<file path="config.mk">
export PLATFORM = sky130hd
export DESIGN_NAME = mem_loader
export DESIGN_NICKNAME = d
export VERILOG_FILES = /design/src/rtl/mem_loader.sv
export SDC_FILE = /design/constraint.sdc
export NUM_CORES = 1
export LEC_CHECK = 0
export CORE_MARGIN = 2
export CORE_UTILIZATION = 35
export DETAILED_ROUTE_END_ITERATION = 6
export GPL_ROUTABILITY_DRIVEN = 0
export PLACE_DENSITY_LB_ADDON = 0.25
export SLEW_MARGIN = 20
export SYNTH_ARGS = -nofsm -noshare
export SYNTH_HDL_FRONTEND = slang
export SYNTH_SLANG_ARGS = --single-unit
</file>
<file path="constraint.sdc">
create_clock -name CLK -period 6.2 [get_ports CLK]
set_clock_uncertainty 0.05 [all_clocks]
set_input_delay 1.24 -clock CLK [delete_from_list [all_inputs] [get_ports CLK]]
set_output_delay 1.24 -clock CLK [all_outputs]
set_load 0.05 [all_outputs]
</file>
<file path="src/rtl/mem_loader.sv">
// Framed-stream program loader: writes payloads into system RAM and holds the
// 6502 in reset until a run command arrives.
module mem_loader #(
    parameter int unsigned TIMEOUT_CYCLES = 1000000,
    parameter logic [7:0]  SYNC_LOAD      = 8'h55,
    parameter logic [7:0]  SYNC_RUN       = 8'hAA
) (
    input  logic        CLK,
    input  logic        RST,
    input  logic [7:0]  RxData,
    input  logic        RxValid,
    output logic        RxReady,
    output logic        MemWE,
    output logic [15:0] MemAddress,
    output logic [7:0]  MemData,
    output logic        CpuHold,
    output logic        LoadDone,
    output logic        LoadError
);

    localparam int unsigned CW = $clog2(TIMEOUT_CYCLES + 1);

    typedef enum logic [2:0] {
        IDLE, ADDR_HI, ADDR_LO, LEN, DATA, CHK, RUN
    } state_t;

    state_t        state, next_state;
    logic          accept, busy, timeout;
    logic [CW-1:0] idle_cnt;
    logic [7:0]    checksum, chk_sum;
    logic [8:0]    count;
    logic [15:0]   ptr;

    assign accept  = RxValid && RxReady;
    assign busy    = (state != IDLE) && (state != RUN);
    assign chk_sum = checksum + RxData;
    // Abort on the edge that would bring the idle count up to TIMEOUT_CYCLES.
    assign timeout = busy && !accept && (idle_cnt == CW'(TIMEOUT_CYCLES - 1));

    always_ff @(posedge CLK) begin
        if (RST) state <= IDLE;
        else     state <= next_state;
    end

    always_comb begin
        next_state = state;
        if (timeout) begin
            next_state = IDLE;
        end else if (accept) begin
            case (state)
                IDLE: begin
                    if (RxData == SYNC_LOAD)     next_state = ADDR_HI;
                    else if (RxData == SYNC_RUN) next_state = RUN;
                end
                ADDR_HI: next_state = ADDR_LO;
                ADDR_LO: next_state = LEN;
                LEN:     next_state = DATA;
                DATA:    if (count == 9'd1) next_state = CHK;
                CHK:     next_state = IDLE;
                default: next_state = state;
            endcase
        end
    end

    always_comb begin
        RxReady = (state != RUN);
        CpuHold = (state != RUN);
    end

    always_ff @(posedge CLK) begin
        if (RST) begin
            MemWE      <= 1'b0;
            MemAddress <= '0;
            MemData    <= '0;
            LoadDone   <= 1'b0;
            LoadError  <= 1'b0;
            checksum   <= '0;
            count      <= '0;
            ptr        <= '0;
            idle_cnt   <= '0;
        end else begin
            MemWE    <= 1'b0;
            LoadDone <= 1'b0;
            if (busy && !accept && !timeout) idle_cnt <= idle_cnt + CW'(1);
            else                             idle_cnt <= '0;
            if (timeout) LoadError <= 1'b1;
            if (accept) begin
                case (state)
                    IDLE: begin
                        if (RxData == SYNC_LOAD) begin
                            checksum  <= '0;
                            LoadError <= 1'b0;
                        end
                    end
                    ADDR_HI: begin
                        ptr[15:8] <= RxData;
                        checksum  <= chk_sum;
                    end
                    ADDR_LO: begin
                        ptr[7:0] <= RxData;
                        checksum <= chk_sum;
                    end
                    LEN: begin
                        count    <= (RxData == 8'd0) ? 9'd256 : {1'b0, RxData};
                        checksum <= chk_sum;
                    end
                    DATA: begin
                        MemWE      <= 1'b1;
                        MemAddress <= ptr;
                        MemData    <= RxData;
                        ptr        <= ptr + 16'd1;
                        count      <= count - 9'd1;
                        checksum   <= chk_sum;
                    end
                    CHK: begin
                        if (chk_sum == 8'd0) LoadDone  <= 1'b1;
                        else                 LoadError <= 1'b1;
                    end
                    default: ;
                endcase
            end
        end
    end

endmodule

</file>
==> Word-level counts from Yosys, hierarchy flattened <==
Cells that the tools add are included.
{ "word_totals": {"ff_bits": 83, "input_bits": 11, "output_inout_bits": 29, "elab_cells": 75} }
{ "op_classes": {"addsub": 4, "n_eq_ne": 13, "muxes": 17, "n_bitwise": 3, "n_reduce_logical": 27} }
{ "op_table": {"columns": ["cell", "count"], "rows": [
  ["one-hot mux 8 bit (2 select lines)", 3],
  ["adder 20 x 1 -> 20 bit (second input constant)", 1],
  ["== test 20 bit (second input constant)", 1],
  ["one-hot mux 3 bit (6 select lines)", 1],
  ["one-hot mux 9 bit (2 select lines)", 1],
  ["adder 16 x 1 -> 16 bit (second input constant)", 1],
  ["zero test 8 bit", 2],
  ["== test 9 x 1 -> 1 bit (second input constant)", 1],
  ["two-way mux 3 bit", 3],
  ["two-way mux 9 bit", 1],
  ["subtractor 9 x 1 -> 9 bit (second input constant)", 1],
  ["adder 8 bit", 1],
  ["== test 8 x 7 -> 1 bit (second input constant)", 1],
  ["== test 8 bit (second input constant)", 1],
  ["two-way mux 8 bit", 1],
  ["AND reduction 2 bit", 4],
  ["nonzero test 2 bit", 4],
  ["== test 3 x 2 -> 1 bit (second input constant)", 2],
  ["== test 3 bit (second input constant)", 2],
  ["two-way mux 1 bit", 6],
  ["inequality test 3 bit (second input constant)", 2],
  ["nonzero test 6 bit", 1],
  ["OR reduction 2 bit", 3],
  ["logical AND 1 bit", 5],
  ["other kinds (11)", 15]
]} }

==> Depth between registers and ports, before layout <==
Gate-level depths: netlist of run 1.
{ "logic_depth": {"depth_word": 9, "ltp_mapped": 8, "ltp_nobuf": 7} }

==> Worst setup path after synthesis of run 1 <==
No wires, ideal clock.
{ "synth_timing": {"kind": "input to register", "from": "in RxData[0]", "to": "reg LoadError", "setup_time_ns": 0.126, "arrival_time_ns": 2.841, "required_time_ns": 6.024, "setup_slack_ns": 3.183, "stages": 7, "n_path_buf": 0, "path_cell_list": "ha_1 -> fa_1 -> a211oi_1 -> or4_1 -> o2111ai_1 -> nor4_1 -> o21ai_0"} }
{ "synth_via": {"elab_chain_len": 5, "word_cells_on_any_way": 7, "classes_between": "1 x add/sub; 1 x eq/ne; 4 x mux; 1 x reduce/logical"} }
{ "synth_lines": {"columns": ["element", "line_no", "rtl"], "rows": [
  ["start, declared", "10", "input logic [7:0] RxData,"],
  ["adder 8 bit", "36", "assign chk_sum = checksum + RxData;"],
  ["zero test 8 bit", "116", "if (chk_sum == 8'd0) LoadDone <= 1'b1;"],
  ["two-way mux 1 bit", "116", null],
  ["one-hot mux 1 bit (2 select lines) *", "88", "case (state)"],
  ["two-way mux 1 bit *", "87", "if (accept) begin"],
  ["end signal, assigned", "86", "if (timeout) LoadError <= 1'b1;"],
  ["end signal, assigned", "92", "LoadError <= 1'b0;"],
  ["end signal, assigned", "117", "else LoadError <= 1'b1;"],
  ["end, declared", "18", "output logic LoadError"]
]} }
Mark *: on every way between the ends. The rest lies on a longest branch, timed or not.
A chain may end at the register's enable or synchronous reset.

==> Worst setup path in the final report of run 1 <==
{ "layout_timing": {"from": "in RxData[0]", "to": "reg LoadDone"} }
{ "layout_via": {"elab_chain_len": 3} }
{ "layout_lines": {"columns": ["element", "line_no", "rtl"], "rows": [
  ["adder 8 bit", "36", null],
  ["zero test 8 bit", "116", null],
  ["two-way mux 1 bit", "116", null],
  ["end signal, assigned", "75", "LoadDone <= 1'b0;"],
  ["end signal, assigned", "83", "LoadDone <= 1'b0;"],
  ["end signal, assigned", "116", null],
  ["end, declared", "17", "output logic LoadDone,"]
]} }
No other way between the ends.

==> impl_metrics.toml, run 1 <==
[status]
status = "finished, final reports clean"

[routing]
drt_wl_total_mm = 10.3
routed_via_density = 5.37
first_pass_iters = 4
drtIter0Drc = 210
wl_per_cell_um = 14.4
drtAntennaViolNets = 0
drc = 0
vias = 3834

[timing]
slew_headroom = 0.409
post-route-period-util = 0.567
finalCriticalPeriod_ns = 3.52
tns_ns = 0
report.final.slew_viol_count = 0
rsz0062_at_grt = "no"
finalHoldViolations = 0
setup_viol = 0
max_freq_mhz = 284
tightest_slew_ns = 0.887

[final_layout]
diodes = 0
fin_util = 0.416
final-instance-count-excl-fill = 714
nets = 585
drive_gt1_frac = 0.0529
area_growth_pct = 16.8

[pwr]
p_int_w = 0.000895
sequentialPowerShare = 0.457
peakVddDrop_v = 0.000169
power_w = 0.00126
pwr-share-comb = 0.147
swShare = 0.292
total_leakage_power_nw = 1.67
clockPowerShare = 0.397
power-per-cell-area_nw_per_um2 = 255
power.switching_w = 0.000369

[floorplan]
row_count = 40
coreArea_um2 = 11900
die_h_um = 114
initial_core_util = 0.357
die_x_um = 114
die_area_um2 = 13000
pin_count = 40

[synthesis]
synth_seq_cells = 83
syn_avg_cell_area_um2 = 7.80
synth_area_um2 = 4250
synth_ff_type = "dfxtp_1"
netlist_instances = 545
ys_seq_area_frac = 0.391
synth_nets = 568
yosysWarningCount = 0
synth.distinct_cells = 59
synth_edf_count = 0
ys_async_sr_fraction = 0

[critical_path]
critPathKind = "input pin to flip-flop"
crit_arrival_ns = 3.74
critPathRequiredTime_ns = 6.43
cp_max_fo = 7
endpoint_kind = "flip-flop"
start_kind = "input pin"
rrSetupSlack_ns = 3.81

[grt]
grt_pass1_wl_mm = 17.1
grt_pass1_vias = 3512
grt_max_degree = 64
grt_antenna_before_repair = 0
grtUsageTotal = 0.160
grt-ovfl-total = 0

[clock_network]
cts_root_buffer = "clkbuf_16"
path_clk_slew_ns = 0.07
clock_sinks = 83
cts_hold_buf = 0
tritoncts = "yes"
clockBufferDepth = 2
cts_buffers = 9
ctsResizeCount = 0
insertion_delay_ns = 0.34
htreeDepth = 3
cts_setup_buffers = 0

[run]
drv_cap = 0

[placed_design]
port_buffers = 39
dp_hpwl_mm = 6.88
placed_cells = 698

[min_path]
hp-class = "flip-flop to flip-flop"
## Yosys cell counts (2+ instances only)
| cell type | n | area share |
|---|---|---|
| a211oi_1 | 10 | 0.018 |
| a21o_1 | 5 | 0.0088 |
| a21oi_1 | 57 | 0.067 |
| a22oi_1 | 8 | 0.014 |
| a311oi_1 | 3 | 0.0062 |
| a31oi_1 | 4 | 0.0059 |
| a41o_1 | 2 | 0.0047 |
| a41oi_1 | 2 | 0.0041 |
| and2_1 | 8 | 0.012 |
| and3_1 | 5 | 0.0074 |
| and3b_1 | 3 | 0.0062 |
| buf_2 | 10 | 0.012 |
| clkbuf_1 | 23 | 0.020 |
| dfxtp_1 | 83 | 0.39 |
| ha_1 | 11 | 0.032 |
| inv_1 | 9 | 0.0079 |
| nand2_1 | 73 | 0.064 |
| nand2b_1 | 4 | 0.0059 |
| nand3_1 | 13 | 0.015 |
| nand3b_1 | 5 | 0.0088 |
| nand4_1 | 10 | 0.015 |
| nor2_1 | 69 | 0.061 |
| nor2b_1 | 3 | 0.0044 |
| nor3_1 | 19 | 0.022 |
| nor3b_1 | 2 | 0.0035 |
| nor4_1 | 8 | 0.012 |
| o21a_1 | 3 | 0.0053 |
| o21ai_0 | 28 | 0.033 |
| o22ai_1 | 5 | 0.0074 |
| or2_2 | 2 | 0.0029 |
| or3_1 | 6 | 0.0088 |
| or4_1 | 6 | 0.011 |
| xnor2_1 | 13 | 0.027 |
| xor2_1 | 8 | 0.016 |
## metal layers
layer | GRT usage | part of all wire
met1 | 0.220 | 0.50
met5 | 0 | 0
met3 | 0.0376 | 0.047
met4 | 0.0472 | 0.0092
met2 | 0.251 | 0.45
## stage by stage
stage | worst slack (ns) | hold slack [ns] | instance area [um2]
after detailed placement | 2.37 | 0.396 | 4680
final | 2.68 | 0.402 | 4960
after CTS | 2.71 | 0.406 | 4960
after global placement | 2.44 | 0.392 | 4680
after floorplan | 3.18 | 0.380 | 4250
after global routing | 2.47 | 0.425 | 4960
## cells by family after synthesis
group                    synth area share
AO/OA/AOI/OAI                       0.202
XOR/XNOR                           0.0433
adder cells (fa/ha/maj)            0.0371
flip-flops                          0.391
buffers and inverters              0.0430
AND/OR/NAND/NOR                     0.283
## final cells by class
cell class	count	area (um2)
Inverter	9	33.8
Sequential cell	83	1660
Tap cell	147	184
Timing Repair Buffer	41	400
Clock buffer	9	225
Clock inverter	7	51.3
Fill cell	1244	6950
Multi-Input combinational cell	418	2400
## sequential cells by signal (all words and copies together) (netlist names), 3 cells and up
| signal | flops |
|---|---|
| count | 9 |
| ptr | 16 |
| MemData | 8 |
| state | 3 |
| idle_cnt | 20 |
| checksum | 8 |
| MemAddress | 16 |
## cell usage in the layout (no fill, tap or decap), drive strengths merged, types with 4 or more instances in the layout
cell,instances
dfxtp,83
nand2,73
nor2,70
a21oi,57
clkdlybuf4s50,38
o21ai,28
nor3,19
nand3,14
xnor2,13
ha,11
inv,11
nand4,10
a211oi,10
nor4,10
clkbuf,9
and2,8
xor2,8
a22oi,8
or4,6
or3,6
nand3b,5
and3,5
a21o,5
o22ai,5
nand2b,4
a31oi,4
## critical path, stage by stage
cell and delay [ns]:
clkdlybuf4s50_1 0.52, ha_1 0.29, fa_1 0.41, a211oi_1 0.45, or4_1 0.19, o2111ai_1 0.12, nor4_1 0.35, nor2b_1 0.17
## final timing paths
kind / from / depth (start not counted) / to
hold / removal: MemAddress[13] / 2 / MemAddress[13]
hold reg to reg: MemAddress[13] / 2 / MemAddress[13]
setup / recovery: RxData[0] / 8 / LoadDone
setup reg to reg: state[2] / 5 / MemAddress[4]
## power by group through the flow
stage / combinational (W) / sequential [W] / clock (W)
after CTS: 0.000185 / 0.000576 / 0.000517
after detailed placement: 0.000183 / 0.000588 / 0
final: 0.000185 / 0.000577 / 0.000502
after floorplan: 0.000132 / 0.000591 / 0
after global placement: 0.000181 / 0.000588 / 0
after global routing: 0.000206 / 0.000580 / 0.000535
No activity file was read; power rests on OpenSTA's default activity.
==> inputs of run 2 (changes only) <==
==> constraint.sdc (replaced) <==
create_clock -name CLK -period 3.3 [get_ports CLK]
set_clock_uncertainty 0.05 [all_clocks]
set_input_delay 0.66 -clock CLK [delete_from_list [all_inputs] [get_ports CLK]]
set_output_delay 0.66 -clock CLK [all_outputs]
set_load 0.05 [all_outputs]
==> run 2 against run 1 <==
Effect of this change: hold slack lost 0.00097 ns; first-iteration DRC count grew 7.6%; total power grew 84%; non-clock buffer count grew 7; sequential cell count is the same; cell area grew 0.73%; worst setup slack lost 2.2 ns; critical endpoint is now LoadError; critical path type unchanged; highest routed layer unchanged.
==> impl_metrics.toml, run 2 (synthesis gave the netlist of run 1 again) <==
[pwr]
swShare = 0.279
power.switching_w = 0.000649
peakVddDrop_v = 0.000235
power-per-cell-area_nw_per_um2 = 465
pwr-share-comb = 0.149
clockPowerShare = 0.384
total_leakage_power_nw = 1.70
p_int_w = 0.00168
sequentialPowerShare = 0.467

[clock_network]
htreeDepth = 3
clockBufferDepth = 2
cts_setup_buffers = 0
cts_hold_buf = 0
cts_root_buffer = "clkbuf_16"
cts_buffers = 9
clock_sinks = 83
ctsResizeCount = 0
insertion_delay_ns = 0.34
path_clk_slew_ns = 0.06
tritoncts = "yes"

[run]
drv_cap = 0

[grt]
grt_pass1_vias = 3575
grt_max_degree = 63
grtUsageTotal = 0.162
grt_antenna_before_repair = 0
grt_pass1_wl_mm = 17.3
grt-ovfl-total = 0

[timing]
finalHoldViolations = 0
slew_headroom = 0.399
setup_viol = 0
post-route-period-util = 0.851
max_freq_mhz = 356
finalCriticalPeriod_ns = 2.81
report.final.slew_viol_count = 0
tightest_slew_ns = 0.902
tns_ns = 0
rsz0062_at_grt = "no"

[critical_path]
critPathRequiredTime_ns = 3.46
endpoint_kind = "flip-flop"
start_kind = "input pin"
critPathKind = "input pin to flip-flop"
cp_max_fo = 4
crit_arrival_ns = 2.97

[routing]
routed_via_density = 5.31
first_pass_iters = 4
wl_per_cell_um = 13.9
drtIter0Drc = 226
drtAntennaViolNets = 0
drc = 0
drt_wl_total_mm = 9.98
vias = 3826

[floorplan]
pin_count = 40
die_x_um = 114
die_h_um = 114
coreArea_um2 = 11900
initial_core_util = 0.357
row_count = 40
die_area_um2 = 13000

[min_path]
hp-class = "flip-flop to flip-flop"

[final_layout]
nets = 592
design_area_um2 = 5000
regMostFlops = "idle_cnt"
final_common_cell = "dfxtp_1"
top_regs = "idle_cnt: 20 flops, MemAddress: 16 flops, ptr: 16 flops"
diodes = 0
final_cell_mix = "83 x dfxtp_1, 73 x nand2_1, 69 x nor2_1"
largest_reg_flops = 20
area_growth_pct = 17.6
drive_gt1_frac = 0.0611

[placed_design]
postPlaceCellArea_um2 = 4740
port_buffers = 39
dp_hpwl_mm = 6.82

[status]
status = "finished, final reports clean"
run 2: cell types whose count changed in the layout (fill, tap and decap cells not counted), sizes merged:
cell,change
clkinv,+1
buf,+7
inv,-2
clkbuf,+1
clkinvlp,-1
run 2: worst paths after layout:
check / from / slack, ns / end / depth (start not counted)
worst max-delay path: RxData[0] / 0.49 / LoadError / 8
worst max register to register: state[2] / 0.97 / ptr[13] / 4
worst min register to register: MemAddress[13] / 0.40 / MemAddress[13] / 2
worst min-delay path: MemAddress[13] / 0.40 / MemAddress[13] / 2
run 2: through the flow:
step	worst slack, ns	instances	power (W)	util	hold WS [ns]
6_report	0.491	720	0.00233	0.420	0.401
3_3_place_gp	0.184	705	0.00145	0.398	0.393
3_5_place_dp	0.144	705	0.00145	0.398	0.396
5_1_grt	0.280	720	0.00245	0.420	0.421
2_1_floorplan	0.863	545	0.00136	-	0.380
4_1_cts	0.469	720	0.00236	0.420	0.404
run 2: layout make-up:
class,count,area (um2)
inverters,9,33.8
repair buffers,48,453
well taps,147,184
clock buffers,10,229
clock inverters,5,31.3
multi-input cells,418,2400
fillers,1226,6910
flip-flops and latches,83,1660
run 2: per-layer routing:
metal  global-route usage  vias up  part of all wire
met1                0.219     1772              0.49
met4               0.0415        0             0.014
met5                    0        -                 0
met2                0.259       58              0.45
li1                     -     1986                 -
met3               0.0392       10             0.042
run 2: power by group through the flow:
stage	clock [W]	sequential (W)	combinational [W]
detailed placement	0	0.00111	0.000348
CTS	0.000923	0.00108	0.000350
floorplan	0	0.00111	0.000248
global placement	0	0.00111	0.000344
global route	0.000965	0.00109	0.000393
finish	0.000893	0.00109	0.000347
run 2: critical path, stage by stage:
cell             delay, ns
clkdlybuf4s50_1       0.46
ha_1                  0.25
fa_1                  0.40
a211oi_1              0.40
or4_1                 0.19
o2111ai_1             0.13
nor4_1                0.36
o21ai_0               0.13
